$ cat src/rtl/spi_flash_reader_pkg.sv
// Shared types and constants for the SPI flash read sequencer and its byte-transfer helper.
package spi_flash_pkg;

  typedef enum logic [2:0] {
    IDLE,
    SETUP,
    CMD,
    ADDR,
    DUMMY,
    DATA,
    HOLD
  } flash_state_t;

  typedef enum logic [1:0] {
    XFER_IDLE,
    XFER_LOAD,
    XFER_SKIP,
    XFER_WAIT
  } xfer_state_t;

  localparam logic [7:0] FLASH_CMD_READ      = 8'h03;
  localparam logic [7:0] FLASH_CMD_FAST_READ = 8'h0B;
  localparam logic [7:0] FLASH_DUMMY_BYTE    = 8'h00;

  // Address bytes go out MSB first: index 0 is addr[23:16].
  function automatic logic [7:0] addr_byte(input logic [23:0] a, input logic [1:0] idx);
    case (idx)
      2'd0:    return a[23:16];
      2'd1:    return a[15:8];
      default: return a[7:0];
    endcase
  endfunction

endpackage

$ cat src/rtl/spi_flash_reader_xfer.sv
// Single-byte handshake with the SPI byte controller: load strobe, one-cycle latency skip,
// then wait for the controller busy flag to clear and capture the received byte.
module spi_byte_xfer
  import spi_flash_pkg::*;
(
  input  logic        clk,
  input  logic        reset_n,
  input  logic        go,
  input  logic [7:0]  byte_in,
  input  logic [15:0] spi_out,
  output logic        spi_load,
  output logic [15:0] spi_in,
  output logic        xfer_done,
  output logic [7:0]  rx_byte
);

  xfer_state_t state;
  logic        unused_status;

  assign unused_status = ^spi_out[14:8];

  always_ff @(posedge clk) begin
    if (!reset_n) begin
      state     <= XFER_IDLE;
      spi_load  <= 1'b0;
      spi_in    <= '0;
      xfer_done <= 1'b0;
      rx_byte   <= '0;
    end else begin
      spi_load  <= 1'b0;
      xfer_done <= 1'b0;
      case (state)
        XFER_IDLE: begin
          if (go) begin
            spi_load <= 1'b1;
            spi_in   <= {8'h00, byte_in};
            state    <= XFER_LOAD;
          end
        end
        XFER_LOAD: state <= XFER_SKIP;
        // The controller raises busy one cycle late, so its flag is meaningless here.
        XFER_SKIP: state <= XFER_WAIT;
        XFER_WAIT: begin
          if (!spi_out[15]) begin
            xfer_done <= 1'b1;
            rx_byte   <= spi_out[7:0];
            state     <= XFER_IDLE;
          end
        end
        default: state <= XFER_IDLE;
      endcase
    end
  end

endmodule

$ cat src/rtl/spi_flash_reader.sv
// W25Q16BV read-command sequencer: owns chip select, issues opcode + 24-bit address and
// streams len data bytes out over valid/ready. SPI_FLASH_FAST_READ_EN selects FAST READ (0x0B + dummy).
module spi_flash_reader
  import spi_flash_pkg::*;
#(
  parameter logic [7:0] CMD_READ = FLASH_CMD_READ,
  parameter int         CS_SETUP = 2,
  parameter int         CS_HOLD  = 2,
  parameter int         LEN_W    = 16
) (
  input  logic             clk,
  input  logic             reset_n,
  input  logic             start,
  input  logic [23:0]      addr,
  input  logic [LEN_W-1:0] len,
  output logic             busy,
  output logic             done,
  output logic [7:0]       data,
  output logic             data_valid,
  input  logic             data_ready,
  output logic             flash_csx,
  output logic             spi_load,
  output logic [15:0]      spi_in,
  input  logic [15:0]      spi_out
);

`ifdef SPI_FLASH_FAST_READ_EN
  localparam logic [7:0] OPCODE = FLASH_CMD_FAST_READ;
`else
  localparam logic [7:0] OPCODE = CMD_READ;
`endif

  flash_state_t     state;
  logic [23:0]      addr_q;
  logic [LEN_W-1:0] remaining;
  logic [7:0]       cnt;
  logic [1:0]       idx;
  logic             issued;
  logic             go;
  logic [7:0]       tx_byte;
  logic             xfer_done;
  logic [7:0]       rx_byte;

  spi_byte_xfer u_xfer (
    .clk       (clk),
    .reset_n   (reset_n),
    .go        (go),
    .byte_in   (tx_byte),
    .spi_out   (spi_out),
    .spi_load  (spi_load),
    .spi_in    (spi_in),
    .xfer_done (xfer_done),
    .rx_byte   (rx_byte)
  );

  always_ff @(posedge clk) begin
    if (!reset_n) begin
      state      <= IDLE;
      busy       <= 1'b0;
      done       <= 1'b0;
      data       <= '0;
      data_valid <= 1'b0;
      flash_csx  <= 1'b1;
      addr_q     <= '0;
      remaining  <= '0;
      cnt        <= '0;
      idx        <= '0;
      issued     <= 1'b0;
      go         <= 1'b0;
      tx_byte    <= '0;
    end else begin
      go   <= 1'b0;
      done <= 1'b0;
      case (state)
        // busy is still high during the done cycle, which also blocks a start there
        IDLE: begin
          busy <= 1'b0;
          if (start && !busy) begin
            busy <= 1'b1;
            if (len != '0) begin
              addr_q    <= addr;
              remaining <= len;
              flash_csx <= 1'b0;
              cnt       <= '0;
              state     <= SETUP;
            end else begin
              done <= 1'b1;
            end
          end
        end

        SETUP: begin
          if (cnt == 8'(CS_SETUP - 1)) begin
            issued <= 1'b0;
            state  <= CMD;
          end else begin
            cnt <= cnt + 8'd1;
          end
        end

        CMD: begin
          if (!issued) begin
            go      <= 1'b1;
            tx_byte <= OPCODE;
            issued  <= 1'b1;
          end else if (xfer_done) begin
            issued <= 1'b0;
            idx    <= 2'd0;
            state  <= ADDR;
          end
        end

        ADDR: begin
          if (!issued) begin
            go      <= 1'b1;
            tx_byte <= addr_byte(addr_q, idx);
            issued  <= 1'b1;
          end else if (xfer_done) begin
            issued <= 1'b0;
            if (idx == 2'd2) begin
`ifdef SPI_FLASH_FAST_READ_EN
              state <= DUMMY;
`else
              state <= DATA;
`endif
            end else begin
              idx <= idx + 2'd1;
            end
          end
        end

`ifdef SPI_FLASH_FAST_READ_EN
        DUMMY: begin
          if (!issued) begin
            go      <= 1'b1;
            tx_byte <= FLASH_DUMMY_BYTE;
            issued  <= 1'b1;
          end else if (xfer_done) begin
            issued <= 1'b0;
            state  <= DATA;
          end
        end
`endif

        // A held byte blocks the next load, so consumer backpressure simply stretches CSX low.
        DATA: begin
          if (data_valid) begin
            if (data_ready) begin
              data_valid <= 1'b0;
              remaining  <= remaining - 1'b1;
              if (remaining == LEN_W'(1)) begin
                cnt   <= '0;
                state <= HOLD;
              end
            end
          end else if (!issued) begin
            go      <= 1'b1;
            tx_byte <= FLASH_DUMMY_BYTE;
            issued  <= 1'b1;
          end else if (xfer_done) begin
            issued     <= 1'b0;
            data       <= rx_byte;
            data_valid <= 1'b1;
          end
        end

        HOLD: begin
          if (cnt == 8'(CS_HOLD - 1)) begin
            flash_csx <= 1'b1;
            done      <= 1'b1;
            state     <= IDLE;
          end else begin
            cnt <= cnt + 8'd1;
          end
        end

        default: state <= IDLE;
      endcase
    end
  end

endmodule

$ cat config.mk
export PLATFORM = sky130hd
export DESIGN_NAME = spi_flash_reader
export DESIGN_NICKNAME = d
export VERILOG_FILES = /design/src/rtl/spi_flash_reader_pkg.sv /design/src/rtl/spi_flash_reader_xfer.sv /design/src/rtl/spi_flash_reader.sv
export SDC_FILE = /design/constraint.sdc
export NUM_CORES = 1
export LEC_CHECK = 0
export BUFFER_PORTS_ARGS = -buffer_cell sky130_fd_sc_hd__buf_4
export CORE_MARGIN = 5
export CORE_UTILIZATION = 55
export CTS_CLUSTER_DIAMETER = 150
export DETAILED_ROUTE_END_ITERATION = 6
export PLACE_DENSITY = 0.82
export SLEW_MARGIN = 0
export SYNTH_ARGS = -nofsm -noshare
export SYNTH_HDL_FRONTEND = slang
export SYNTH_SLANG_ARGS = --single-unit
$ cat constraint.sdc
create_clock -name clk -period 3.15 [get_ports clk]
set_input_delay 0.7875 -clock clk [delete_from_list [all_inputs] [get_ports clk]]
set_output_delay 0.7875 -clock clk [all_outputs]
set_load 0.02 [all_outputs]
==> impl_metrics.ini <==
[timing]
worst_pin_slew_ns = 0.8927
rsz0062_at_grt = false
whs_ns = 0.4588
skew_ns = 0.01086
finalSetupTns_ns = 0
finalCritPeriodShare_pct = 85.39
slew_viol_final = 0
fmax_ghz = 0.3718
fin_crit_ns = 2.690
slew_headroom_pct = 40.26
final_hold_viol_count = 0
setup_viol = 0

[detailed_routing]
dr.pass1.iters = 4
wl_per_cell_microns = 14.25
routed_wl_microns = 10410
maxUsedRoutingLayer = met4
wl_met2_microns = 4930
wl_met1_microns = 4522
first_iter_violations = 206
vias = 4123
route.met3.wl_microns = 679
vias_per_cell = 5.648
ant_nets = 0
drc = 0

[layout]
antennaDiodeCount = 0
drive_above_1_share_pct = 16.56
utilization_pct = 67.04
stdcell_count = 730
area_delta_synth_final_pct = 17.70
fin_nets = 694

[yosys]
ys_warn_count = 0
ys_types = 50
syn_area_sq_mm = 0.004424
synth_edf_count = 0
ys_seq_elements = 95
synthFlopType = dfxtp_1
ys_async_sr_fraction_pct = 0
netlist_instances = 565
yosysSeqAreaShare_pct = 42.99
syn_avg_cell_area_sq_um = 7.831

[clock_tree]
cts_max_level = 3
clk_latency_ns = 0.37
cts_made_buffers = 9
path_clk_slew_ns = 0.10
clock_sinks = 95
cts_setup_buffers = 0
cts_resized = 0
cts_tree = built
cts_root_buffer = clkbuf_8
hold_buffers = 0
cts_buffer_depth = 2

[global_route]
grt_pass1_vias = 3780
grt_max_degree = 34
antenna_found_initial = 0
grtUsageTotal_pct = 20.80
grt_remaining_overflow = 0
grt_pass1_wl_microns = 16950

[place]
placedCellCount = 714
dp_hpwl_microns = 7275
io_buffers = 73
routabilityCongestion = 0.8868

[critical_path]
cp.required_ns = 3.44
start_kind = input port
critPathBufInv = 1
r2r_cells = 7
critPathMaxFanout = 15
slowest_delay_ns = 0.60
path_class = input port to flop
path_cells = buf_4 > or4_1 > o41ai_2 > a21o_1 > a211o_1 > o21ai_0 > a21oi_1
crit_path_top_delay_cell = or4_1
cp_top_family = compound AO/OA/AOI/OAI gates
cp_data_arrival_time_ns = 2.98
end_kind = flop
timing.rr.start = cnt[0]
r2r_setup_slack_ns = 0.65
reg2reg_to = cnt[4]

[floorplanning]
core_sq_mm = 0.007767
fp-row-count = 32
fp.dieH_microns = 99.69
pin_count = 89
die_x_microns = 99.69
initial_core_util_pct = 56.96
dieArea_sq_mm = 0.009938

[min_path]
min_from = addr_q[14]
worstHoldEndpoint = addr_q[14]
min_path_cells = 2
hold_class = flop to flop

[status]
outcome = finished, final reports clean

[power_and_ir_drop]
power_density_mw_per_mm2 = 671.0
ir_drop_v = 0.0004469
clkPwrFrac_pct = 23.7
p_seq_share_pct = 44.3
switching_share_pct = 37.33
power.leakage_nw = 2.003
p_switching_mw = 1.304
p_int_mw = 2.190
comb_power_share_pct = 32.0

[flow_run]
max_cap_violations = 0
-- routing by layer --
metal  global-route usage, %  vias up
li1                        -     2062
met1                   26.48     1899
met2                   34.12      141
met3                   3.997       21
met4                   9.349        0
met5                       0        -
-- flip-flops by register name, indices dropped and copies added (netlist names), 2 cells and up --
signal / cells
state: 3
remaining: 16
cnt: 8
tx_byte: 8
addr_q: 24
u_xfer.spi_in: 8
idx: 2
u_xfer.state: 2
u_xfer.rx_byte: 8
data: 8
-- power groups by stage --
stage	Clock (mW)	Combinational (mW)	Sequential [mW]
after global routing	0.894	1.25	1.57
final	0.827	1.12	1.55
after CTS	0.842	1.11	1.54
after global placement	0	1.06	1.56
after floorplan	0	0.886	1.52
after detailed placement	0	1.10	1.57
-- synthesized netlist by cell type, types with 4 or more instances --
library cell	number	area share, %
a211oi_1	4	0.68
a21oi_1	79	8.9
a22oi_1	9	1.5
a31oi_1	6	0.85
buf_2	4	0.45
buf_4	8	1.4
clkbuf_1	25	2.1
dfxtp_1	95	43
ha_1	11	3.1
inv_1	12	1.0
mux2i_1	20	4.5
nand2_1	113	9.6
nand3_1	13	1.5
nor2_1	56	4.8
nor2b_1	6	0.85
nor3_1	7	0.79
nor4_1	5	0.71
o21a_1	7	1.2
o21ai_0	26	2.9
or3_1	9	1.3
or4_1	6	1.0
-- metrics by stage --
stage	area, sq um	power [mW]	setup slack, ns
6_report	5207	3.494	0.4601
5_1_grt	5207	3.714	0.3180
4_1_cts	5207	3.500	0.4834
3_5_place_dp	5002	2.670	0.1001
3_3_place_gp	5002	2.618	0.1928
2_1_floorplan	4451	2.402	0.5573
-- cell families (layout without fill, tap and decap cells) --
| kind of cell | after synthesis | in the layout | share of synthesized area [%] |
|---|---|---|---|
| compound gates | 149 | 149 | 19.57 |
| xor+xnor | 1 | 1 | 0.1980 |
| fa+ha+maj | 11 | 11 | 3.111 |
| buf+inv | 54 | 110 | 5.543 |
| flops | 95 | 95 | 42.99 |
| mux | 20 | 20 | 4.525 |
| other cells | 1 | 8 | 0.08476 |
| simple gates | 234 | 234 | 23.98 |
-- layout make-up --
class                   count  area, sq um
repair buffers             81        620.6
fillers                   685         2560
flip-flops and latches     95         1902
clock inverters             7        81.33
well taps                 102        127.6
inverters                  13        48.80
clock buffers               9        123.9
multi-input cells         423         2303
-- worst min-delay path: stages, from the launching register on --
cell and delay [ns]:
dfxtp_1 0.32, nand2_1 0.05, a21oi_1 0.05
-- cell usage in the layout (no fill, tap or decap), types with 4 or more instances in the layout --
cell type / netlist / final
nand2_1: 113 / 113
dfxtp_1: 95 / 95
buf_4: 8 / 80
a21oi_1: 79 / 79
nor2_1: 56 / 56
o21ai_0: 26 / 26
mux2i_1: 20 / 20
nand3_1: 13 / 13
inv_1: 12 / 12
ha_1: 11 / 11
a22oi_1: 9 / 9
or3_1: 9 / 9
clkbuf_8: 0 / 9
conb_1: 1 / 8
nor3_1: 7 / 7
o21a_1: 7 / 7
nor2b_1: 6 / 6
or4_1: 6 / 6
a31oi_1: 6 / 6
nor4_1: 5 / 5
a211oi_1: 4 / 4
-- worst max-delay path by stage --
stage,startpoint,to,slack (ns),cells after the start
2_1_floorplan,len[8],remaining[2],0.56,7
3_3_place_gp,len[0],cnt[6],0.19,7
3_5_place_dp,len[8],cnt[0],0.10,7
4_1_cts,len[8],cnt[4],0.48,7
5_1_grt,len[0],cnt[4],0.32,7
6_report,len[0],cnt[4],0.46,7
No activity file was read; power rests on OpenSTA's default activity.
